[src/rtl/rr_onehot_arbiter_if.sv]
// ---------------------------------------------------------------------------
// rr_onehot_arbiter_if
// Bundles the request / grant / handshake signals of rr_onehot_arbiter.
//
// Parameters:
//   NUM_REQ  number of requesters (1..256); IDX_W is derived from it.
//
// Signals:
//   req_i    request vector, bit i = requester i wants service
//   gnt_o    one-hot grant, all-zero when nothing is granted
//   idx_o    binary index of the granted requester, 0 when gnt_o == 0
//   valid_o  a grant is presented downstream
//   ready_i  downstream accepts the current grant
//
// Modports:
//   master   the side that drives requests and ready (requesters + consumer)
//   slave    the arbiter itself
// ---------------------------------------------------------------------------
`timescale 1ns/1ps

interface rr_onehot_arbiter_if #(
  parameter int NUM_REQ = 4
);
  localparam int IDX_W = (NUM_REQ == 1) ? 1 : $clog2(NUM_REQ);

  logic [NUM_REQ-1:0] req_i;
  logic [NUM_REQ-1:0] gnt_o;
  logic [IDX_W-1:0]   idx_o;
  logic               valid_o;
  logic               ready_i;

  modport master (
    output req_i,
    output ready_i,
    input  gnt_o,
    input  idx_o,
    input  valid_o
  );

  modport slave (
    input  req_i,
    input  ready_i,
    output gnt_o,
    output idx_o,
    output valid_o
  );
endinterface

[src/rtl/rr_onehot_arbiter.sv]
// ---------------------------------------------------------------------------
// rr_onehot_arbiter
// Round-robin arbiter over NUM_REQ request lines with a valid/ready output
// handshake. The grant is presented both one-hot and as a binary index; the
// index comes from the onehot_to_bin encoder instantiated inside.
// Fairness comes from a registered priority pointer that only moves when a
// grant is actually accepted downstream.
//
// Ports:
//   clk_i    clock, all state updates on the rising edge
//   rst_ni   asynchronous active-low reset, all state cleared to 0
//   flush_i  synchronous clear of the priority pointer (and the lock)
//   bus      rr_onehot_arbiter_if.slave: req_i, gnt_o, idx_o, valid_o, ready_i
//
// Optional feature:
//   RR_ONEHOT_ARBITER_LOCK_EN  when defined, a stalled grant is locked so the
//                              output stays stable until it is accepted.
// Simulation checks are removed by defining COMMON_CELLS_ASSERTS_OFF.
// ---------------------------------------------------------------------------
`timescale 1ns/1ps

module onehot_to_bin #(
  parameter int ONEHOT_W = 4,
  parameter int BIN_W    = (ONEHOT_W == 1) ? 1 : $clog2(ONEHOT_W)
) (
  input  logic [ONEHOT_W-1:0] onehot,
  output logic [BIN_W-1:0]    bin
);

  // OR together the indices of all set bits; for a one-hot (or zero) input
  // this is exactly the position of the set bit (or 0).
  always_comb begin
    bin = '0;
    for (int i = 0; i < ONEHOT_W; i++) begin
      if (onehot[i]) begin
        bin = bin | BIN_W'(i);
      end
    end
  end

endmodule

module rr_onehot_arbiter #(
  parameter int NUM_REQ = 4
) (
  input  logic               clk_i,
  input  logic               rst_ni,
  input  logic               flush_i,
  rr_onehot_arbiter_if.slave bus
);

  localparam int IDX_W = (NUM_REQ == 1) ? 1 : $clog2(NUM_REQ);

  logic [IDX_W-1:0]   prio_q;
  logic [IDX_W-1:0]   prio_d;
  logic [IDX_W-1:0]   sel;
  logic [IDX_W-1:0]   sel_hi;
  logic [IDX_W-1:0]   sel_lo;
  logic               found_hi;
  logic [IDX_W-1:0]   grant_idx;
  logic [IDX_W-1:0]   next_ptr;
  logic               any_req;
  logic               valid;
  logic               xfer;
  logic [NUM_REQ-1:0] gnt;

  assign any_req = |bus.req_i;

  // Two candidates are searched in one descending sweep: the lowest request
  // at or above the pointer, and the lowest request overall. The second one
  // is the wrap-around choice when nothing sits at or above the pointer.
  always_comb begin
    found_hi = 1'b0;
    sel_hi   = '0;
    sel_lo   = '0;
    for (int i = NUM_REQ - 1; i >= 0; i--) begin
      if (bus.req_i[i]) begin
        sel_lo = IDX_W'(i);
        if (IDX_W'(i) >= prio_q) begin
          found_hi = 1'b1;
          sel_hi   = IDX_W'(i);
        end
      end
    end
    sel = found_hi ? sel_hi : sel_lo;
  end

`ifdef RR_ONEHOT_ARBITER_LOCK_EN
  logic             lock_q;
  logic             lock_d;
  logic [IDX_W-1:0] lock_idx_q;
  logic [IDX_W-1:0] lock_idx_d;

  assign grant_idx = lock_q ? lock_idx_q : sel;
  assign valid     = lock_q | any_req;

  // A presented but unaccepted grant gets frozen so downstream sees a stable
  // valid/grant pair. The lock is released by the accepting cycle or a flush.
  always_comb begin
    lock_d     = lock_q;
    lock_idx_d = lock_idx_q;
    if (flush_i) begin
      lock_d = 1'b0;
    end else if (valid && !bus.ready_i) begin
      lock_d     = 1'b1;
      lock_idx_d = grant_idx;
    end else if (xfer) begin
      lock_d = 1'b0;
    end
  end

  // Lock state register.
  always_ff @(posedge clk_i or negedge rst_ni) begin
    if (!rst_ni) begin
      lock_q     <= 1'b0;
      lock_idx_q <= '0;
    end else begin
      lock_q     <= lock_d;
      lock_idx_q <= lock_idx_d;
    end
  end
`else
  assign grant_idx = sel;
  assign valid     = any_req;
`endif

  assign xfer = valid & bus.ready_i;
  assign gnt  = valid ? (NUM_REQ'(1) << grant_idx) : '0;

  // The pointer wraps explicitly at NUM_REQ-1 so non power-of-two sizes
  // never land on a non-existent requester. With one requester it stays 0.
  always_comb begin
    next_ptr = '0;
    if (NUM_REQ > 1 && int'(grant_idx) != NUM_REQ - 1) begin
      next_ptr = grant_idx + IDX_W'(1);
    end
  end

  // Flush wins over an accepted grant in the same cycle.
  always_comb begin
    prio_d = prio_q;
    if (flush_i) begin
      prio_d = '0;
    end else if (xfer) begin
      prio_d = next_ptr;
    end
  end

  // Priority pointer register.
  always_ff @(posedge clk_i or negedge rst_ni) begin
    if (!rst_ni) begin
      prio_q <= '0;
    end else begin
      prio_q <= prio_d;
    end
  end

  onehot_to_bin #(
    .ONEHOT_W (NUM_REQ),
    .BIN_W    (IDX_W)
  ) u_enc (
    .onehot (gnt),
    .bin    (bus.idx_o)
  );

  assign bus.gnt_o   = gnt;
  assign bus.valid_o = valid;

`ifndef COMMON_CELLS_ASSERTS_OFF
  gnt_onehot_a: assert property (@(posedge clk_i) $onehot0(bus.gnt_o));
  idx_match_a: assert property (@(posedge clk_i)
    (bus.gnt_o == (bus.valid_o ? (NUM_REQ'(1) << bus.idx_o) : '0)) &&
    (bus.valid_o || bus.idx_o == '0));
`endif

endmodule

[src/flat_wrapper.sv]
// flat-port wrapper written by rule: the top's interface ports become plain ports
module rr_onehot_arbiter_flat 
#(
  parameter int NUM_REQ = 4
)
  (clk_i, rst_ni, flush_i, bus_req_i, bus_ready_i, bus_gnt_o, bus_idx_o, bus_valid_o);
  rr_onehot_arbiter_if #(.NUM_REQ(NUM_REQ)) bus_i ();
  input  logic clk_i;
  input  logic rst_ni;
  input  logic flush_i;
  input wire logic [$bits(bus_i.req_i)-1:0] bus_req_i;
  input wire logic [$bits(bus_i.ready_i)-1:0] bus_ready_i;
  output wire logic [$bits(bus_i.gnt_o)-1:0] bus_gnt_o;
  output wire logic [$bits(bus_i.idx_o)-1:0] bus_idx_o;
  output wire logic [$bits(bus_i.valid_o)-1:0] bus_valid_o;
  assign bus_i.req_i = bus_req_i;
  assign bus_i.ready_i = bus_ready_i;
  assign bus_gnt_o = bus_i.gnt_o;
  assign bus_idx_o = bus_i.idx_o;
  assign bus_valid_o = bus_i.valid_o;
  rr_onehot_arbiter #(.NUM_REQ(NUM_REQ)) u_core (.clk_i(clk_i), .rst_ni(rst_ni), .flush_i(flush_i), .bus(bus_i));
endmodule
[config.mk]
export PLATFORM = sky130hd
export DESIGN_NAME = rr_onehot_arbiter_flat
export DESIGN_NICKNAME = d
export VERILOG_FILES = /design/src/rtl/rr_onehot_arbiter_if.sv /design/src/rtl/rr_onehot_arbiter.sv /design/src/flat_wrapper.sv
export SDC_FILE = /design/constraint.sdc
export NUM_CORES = 1
export LEC_CHECK = 0
export BUFFER_PORTS_ARGS = -buffer_cell sky130_fd_sc_hd__clkbuf_2
export CELL_PAD_IN_SITES_DETAIL_PLACEMENT = 1
export CELL_PAD_IN_SITES_GLOBAL_PLACEMENT = 1
export CORE_AREA = 2 2 39 41
export DETAILED_ROUTE_END_ITERATION = 8
export DIE_AREA = 0 0 41 43
export GPL_TIMING_DRIVEN = 0
export MAX_ROUTING_LAYER = met4
export PLACE_DENSITY_LB_ADDON = 0.1
export SLEW_MARGIN = 20
export SYNTH_ARGS = -nofsm -noshare
export SYNTH_HDL_FRONTEND = slang
export SYNTH_SLANG_ARGS = --single-unit
[constraint.sdc]
create_clock -name clk_i -period 1.6 [get_ports clk_i]
set_input_delay 0.16 -clock clk_i [delete_from_list [all_inputs] [get_ports clk_i]]
set_output_delay 0.16 -clock clk_i [all_outputs]
set_load 0.005 [all_outputs]
After elaboration in Yosys (flattened, before gate mapping)
Index checks and enable logic that the tools add are counted.
{"block": "word_totals", "regBits": 2, "elab_cells": 39}
{"block": "classes", "add_sub_neg": 1, "magnitude_cmp": 4, "n_eq_ne": 1, "n_shift": 1, "muxes": 28, "bitwise_logic": 1, "reduce_logical": 2}
{"op": "$mux 2", "n": 18}
{"op": "$mux 1", "n": 9}
{"op": "$ge 1x2->1 const A", "n": 2}
{"op": "$ge 2x2->1 const A", "n": 2}
{"op": "$mux 4", "n": 1}
{"op": "$reduce_or 4->1", "n": 1}
{"op": "$shl 1x2->4 const A", "n": 1}
{"op": "$add 2x1->2 const B", "n": 1}
{"op": "$ne 2x1->1 const B", "n": 1}
{"op": "$reduce_bool 2->1", "n": 1}
{"op": "$and 1x1->1", "n": 1}

Longest topological paths before layout
{"block": "depth", "word_depth": 15, "ltp_mapped": 6, "mapped_depth_nobuf": 6}

Hierarchy
From an unflattened synthesis, not the netlist that was laid out.
{"block": "hier_totals", "hier_cells": 31, "hier_area_um2": 270.3}
{"module": "rr_onehot_arbiter", "n_inst": 1, "cells_per_inst": 29, "area_per_inst_um2": 257.7, "seq_area_each_um2": 50.0}
{"module": "onehot_to_bin", "n_inst": 1, "cells_per_inst": 2, "area_per_inst_um2": 12.5, "seq_area_each_um2": 0.0}

Worst setup path after synthesis
OpenSTA, ideal clock, no wires.
{"block": "synth_timing", "kind": "flip-flop to flip-flop", "start": "register u_core.prio_q[0]", "end": "register u_core.prio_q[1]", "setup_time_ns": 0.096, "t_arrival_ns": 1.330, "required_ns": 1.504, "slack_ns": 0.174, "stages_incl_launch_ff": 6, "path_buffers": 0, "synth_period_minus_slack_ns": 1.426, "path_cell_list": "dfrtp_1 -> inv_1 -> o21ai_0 -> a211oi_1 -> ha_1 -> a311oi_2"}
{"block": "synth_via", "elab_chain_len": 14, "word_cells_on_any_way": 26}
{"element": "start: declaration", "line_no": "rr_onehot_arbiter.sv:54", "text": "logic [IDX_W-1:0] prio_q;"}
{"element": "start signal: assignment", "line_no": "rr_onehot_arbiter.sv:154", "text": "prio_q <= prio_d;"}
{"element": "$ge 2x2->1", "line_no": "rr_onehot_arbiter.sv:79", "text": "if (IDX_W'(i) >= prio_q) begin"}
{"element": "$mux 2 or $mux 1 (tied branches)", "line_no": "rr_onehot_arbiter.sv:79"}
{"element": "$mux 2 or $mux 1 (tied branches)", "line_no": "rr_onehot_arbiter.sv:77", "text": "if (bus.req_i[i]) begin"}
{"element": "$mux 2 or $mux 1 (tied branches)", "line_no": "rr_onehot_arbiter.sv:79"}
{"element": "$mux 2 or $mux 1 (tied branches)", "line_no": "rr_onehot_arbiter.sv:77"}
{"element": "$mux 2 or $mux 1 (tied branches)", "line_no": "rr_onehot_arbiter.sv:79"}
{"element": "$mux 2 or $mux 1 (tied branches)", "line_no": "rr_onehot_arbiter.sv:77"}
{"element": "$mux 2 or $mux 1 (tied branches)", "line_no": "rr_onehot_arbiter.sv:79"}
{"element": "$mux 2 or $mux 1 (tied branches)", "line_no": "rr_onehot_arbiter.sv:77"}
{"element": "$mux 2 *", "line_no": "rr_onehot_arbiter.sv:85", "text": "sel = found_hi ? sel_hi : sel_lo;"}
{"element": "$add 2x1->2 or $ne 2x1->1 (tied branches)", "line_no": "rr_onehot_arbiter.sv:135, rr_onehot_arbiter.sv:134"}
{"element": "$mux 2 *", "line_no": "rr_onehot_arbiter.sv:134", "text": "if (NUM_REQ > 1 && int'(grant_idx) != NUM_REQ - 1) begin"}
{"element": "$mux 2 *", "line_no": "rr_onehot_arbiter.sv:144", "text": "end else if (xfer) begin"}
{"element": "$mux 2 *", "line_no": "rr_onehot_arbiter.sv:142", "text": "if (flush_i) begin"}
Mark *: on every way between the ends. The rest lies on a longest branch, timed or not. The select of a mux whose other input is x is not followed.
A chain may end at the register's enable or synchronous reset.

Final worst setup path
{"block": "layout_timing", "start": "register u_core.prio_q[0]", "end": "output bus_idx_o[0]"}
{"block": "layout_via", "elab_chain_len": 15, "word_cells_on_any_way": 26}
{"element": "$ge 2x2->1", "line_no": "rr_onehot_arbiter.sv:79"}
{"element": "$mux 2 or $mux 1 (tied branches)", "line_no": "rr_onehot_arbiter.sv:79"}
{"element": "$mux 2 or $mux 1 (tied branches)", "line_no": "rr_onehot_arbiter.sv:77"}
{"element": "$mux 2 or $mux 1 (tied branches)", "line_no": "rr_onehot_arbiter.sv:79"}
{"element": "$mux 2 or $mux 1 (tied branches)", "line_no": "rr_onehot_arbiter.sv:77"}
{"element": "$mux 2 or $mux 1 (tied branches)", "line_no": "rr_onehot_arbiter.sv:79"}
{"element": "$mux 2 or $mux 1 (tied branches)", "line_no": "rr_onehot_arbiter.sv:77"}
{"element": "$mux 2 or $mux 1 (tied branches)", "line_no": "rr_onehot_arbiter.sv:79"}
{"element": "$mux 2 or $mux 1 (tied branches)", "line_no": "rr_onehot_arbiter.sv:77"}
{"element": "$mux 2 *", "line_no": "rr_onehot_arbiter.sv:85"}
{"element": "$shl 1x2->4 *", "line_no": "rr_onehot_arbiter.sv:128", "text": "assign gnt = valid ? (NUM_REQ'(1) << grant_idx) : '0;"}
{"element": "$mux 4 *", "line_no": "rr_onehot_arbiter.sv:128"}
{"element": "$mux 1", "line_no": "rr_onehot_arbiter.sv:35", "text": "if (onehot[i]) begin"}
{"element": "$mux 2", "line_no": "rr_onehot_arbiter.sv:35"}
{"element": "$mux 2 *", "line_no": "rr_onehot_arbiter.sv:35"}
{"element": "end: declaration", "line_no": "flat_wrapper.sv:14", "text": "output wire logic [$bits(bus_i.idx_o)-1:0] bus_idx_o;"}
Mark *: on every way between the ends. The rest lies on a longest branch, timed or not.

==> impl_metrics.csv <==
group,metric,value,unit
synthesis,yosysWarningCount,0,
route,route.detailed.vias_per_inst,4.69,
pwr,irDropWorstVdd,232,µV
worst_hold_path,hold_path_class,"in2reg",
route,routed_wirelength,950,µm
synthesis,yosys_most_used_dff,"sky130_fd_sc_hd__dfrtp_1",
cells_and_area,area_growth_syn_to_layout,72.2,%
synthesis,synth_edf_count,0,
placed_design,dp.final_hpwl,698,µm
pwr,power_switching,0.120,mW
worst_setup_path,cpPeakStageDelay,410,ps
sta,post-route-period-util,1.09,
worst_setup_path,worst_setup_path_start_kind,"flip-flop",
worst_setup_path,crit_path_cell_trace,"nand3_1 -> a21oi_2 -> a211o_1 -> ha_2 -> nor2_2 -> nor2_1 -> clkbuf_2",
clock_network,worst_setup_hold_path_clk_slew,30,ps
synthesis,synth_nets,49,
pwr,internal_dissipation,0.232,mW
worst_setup_path,worst_ep_required_time,1440,ps
clock_network,cts-buffers-inserted,3,
floorplanning,design.die.area,1760,µm²
floorplanning,boundaryPins,15,
cells_and_area,postLayoutCellArea,519,µm²
sta,final.setup.tns,-816,ps
placed_design,number_of_placed_instances_taps_included,67,
placed_design,portBuffers,14,
synthesis,mean_instance_size_in_the_synthesized_netlist,8.15,µm²
sta,worst_pin_slew,290,ps
global_routing,maximum_number_of_pins_on_one_net_before_global_route_repair,8,
clock_network,worstSkewPairLatency,220,ps
sta,post-route-worst-setup-slack,-147,ps
pwr,p_clk_frac,0.311,
pwr,power.density_cell_area,679,nW/µm²
synthesis,ys_types,21,
floorplanning,placement_rows,14,
sta,clock.fmax,572,MHz
pwr,switching_fraction_of_total_power,0.342,
sta,relSlewSlack,0.805,
cells_and_area,final-instance-count-excl-fill,75,
synthesis,synthDominantCellAreaShare,0.166,
worst_setup_path,cpMaxStageDelayCell,"sky130_fd_sc_hd__dfrtp_1",
synthesis,ys_seq_elements,2,
sta,grt_setup_unrepaired,"yes",
pwr,power.leakage,0.234,nW
cells_and_area,layout-drive-gt1-share,0.644,
global_routing,antenna_violations_before_repair,0,
floorplanning,height_of_the_chip,43,µm
synthesis,synth_sequential_area_ratio,0.166,
floorplanning,die_width,41,µm
clock_network,cts_num_sinks,2,
clock_network,root_buffer,"sky130_fd_sc_hd__clkbuf_4",
global_routing,globalRoute.totalOverflow,0,
route,avgRoutedWirePerCell,12.7,µm
cells_and_area,fillerInstances,162,
cells_and_area,regs_by_ff_count,"u_core.prio_q (2)",
global_routing,global_route_wire_length_before_repair,1570,µm
sta,setup_viol,6,
pwr,power.share.sequential,0.181,
global_routing,first_global_vias,357,
route,antenna_violating_nets_post_route,0,
cells_and_area,finish.net_count,73,
worst_setup_path,worst_setup_path_end_kind,"output pin",
route,routed-via-count,352,
worst_setup_path,crit_fanout,4,
synthesis,ys_top_cells_by_count,"sky130_fd_sc_hd__and2_1, sky130_fd_sc_hd__nor2_1, sky130_fd_sc_hd__ha_1",
route,drtPass1Iterations,2,
status,failed_checks,"setup timing",
placed_design,detailed_place.area,392,µm²
pwr,power.share.combinational,0.508,
synthesis,synth.area.top_cells,"sky130_fd_sc_hd__dfrtp_1, sky130_fd_sc_hd__ha_1, sky130_fd_sc_hd__and2_1",
cells_and_area,largest_register_ffs,2,
synthesis,syn_inst,37,
floorplanning,floorplan.initialDensity,0.218,
cells_and_area,utilization,0.375,
floorplanning,core_region_area,1380,µm²
cells_and_area,regMostFlops,"u_core.prio_q",
synthesis,synth_area,302,µm²
worst_setup_path,critPathKind,"reg2out",
worst_setup_path,worst_ep_arrival_time,1590,ps
clock_network,clock_path_buffers,2,
job,number_of_maximum_capacitance_constraint_violations,0,
route,drtIter0Drc,2,
sta,fin_worst_skew,2.10,ps
sta,timing.final.hold_violations,0,
clock_network,cts-htree-levels,1,
clock_network,cts_tree,"done",
sta,final-max-slew-violation-count,0,
status,status,"finished, violations left",
synthesis,synth_async_sr_flop_share,1.00,
placed_design,gp_routability_congestion,0.632,
synthesis,synth_area_leader_cell,"sky130_fd_sc_hd__dfrtp_1",
sta,period_needed,1750,ps
cells_and_area,insertedDiodeCount,0,
global_routing,grtUsageTotal,0.133,
route,drt_drc_violations_left,0,
-- path summary, 6_finish.rpt --
path | from | end | slack (ps) | cells after the start
min reg2reg | u_core.prio_q[0]$_DFFE_PN0P_ | u_core.prio_q[0]$_DFFE_PN0P_ | 710 | 3
max | u_core.prio_q[0]$_DFFE_PN0P_ | bus_idx_o[0] | -150 | 7
max reg2reg | u_core.prio_q[1]$_DFFE_PN0P_ | u_core.prio_q[1]$_DFFE_PN0P_ | 40 | 5
min in group asynchronous | rst_ni | u_core.prio_q[0]$_DFFE_PN0P_ | 260 | 2
max in group asynchronous | rst_ni | u_core.prio_q[1]$_DFFE_PN0P_ | 1230 | 2
min | flush_i | u_core.prio_q[1]$_DFFE_PN0P_ | 120 | 2
-- stage by stage --
step | setup slack, ps | hold WS (ps) | power, mW
after floorplan | 174 | -136 | 0.135
after global placement | -58.3 | -56.2 | 0.191
after detailed placement | -73.3 | -52.3 | 0.192
after CTS | -166 | 112 | 0.350
after global routing | -249 | 120 | 0.382
final | -147 | 117 | 0.352
-- worst max-delay path, delay by kind of cell (launching register included) --
family                     cells  cell delay [ps]
AOI/OAI and AO/OA              2              400
adders and majority gates      1              190
buffers and inverters          1              120
DFF                            1              410
and+or+nand+nor                3              250
-- metal layers --
layer | vias to the layer above | wire length [µm] | global-route usage
met3 | 0 | 33 | 0.0314
met4 | 0 | 0 | 0.0600
met5 | - | 0 | -
li1 | 179 | - | -
met2 | 9 | 493 | 0.203
met1 | 164 | 423 | 0.159
-- final cells by class --
cell class / count / area (µm²) / share of cell area
multi-input cells: 33 / 308 / 0.593
repair buffers: 19 / 110 / 0.212
flip-flops and latches: 2 / 51.3 / 0.0988
clock buffers: 3 / 22.5 / 0.0434
well taps: 16 / 20.0 / 0.0386
inverters: 2 / 7.51 / 0.0145
-- cell families (layout without fill, tap and decap cells) --
logic type | Yosys count | in the layout | synth area share
adder cells (fa/ha/maj) | 4 | 4 | 0.166
buffers and inverters | 2 | 24 | 0.0249
flip-flops | 2 | 2 | 0.166
AND/OR/NAND/NOR | 18 | 18 | 0.365
AO/OA/AOI/OAI | 11 | 11 | 0.278
-- power by group through the flow --
stage / Clock [mW] / Sequential (mW) / Combinational, mW
2_1_floorplan: 0 / 0.0608 / 0.0738
3_3_place_gp: 0 / 0.0630 / 0.128
3_5_place_dp: 0 / 0.0632 / 0.129
4_1_cts: 0.118 / 0.0621 / 0.170
5_1_grt: 0.118 / 0.0646 / 0.199
6_report: 0.110 / 0.0638 / 0.179
-- cell usage in the layout (no fill, tap or decap), types with 2 or more instances in the layout --
cell and count:
sky130_fd_sc_hd__clkbuf_4 3, sky130_fd_sc_hd__ha_2 2, sky130_fd_sc_hd__nor2_2 2, sky130_fd_sc_hd__nand3_1 2
sky130_fd_sc_hd__nor2b_1 2, sky130_fd_sc_hd__buf_4 4, sky130_fd_sc_hd__and2_4 2, sky130_fd_sc_hd__and2_1 3
sky130_fd_sc_hd__o21ai_2 2, sky130_fd_sc_hd__clkbuf_2 13, sky130_fd_sc_hd__nor2_1 3, sky130_fd_sc_hd__a21o_1 2
-- timing repair --
| action | in CTS | in global routing |
|---|---|---|
| hold buffers | 1 | 0 |
| resized for setup | 12 | 6 |
| setup buffers | 2 | 2 |
| endpoints found under the hold margin | 2 | 0 |
| endpoints found under the setup margin | 7 | 7 |
| pin swaps | 4 | 3 |
Power figures use the tool's default switching activity.
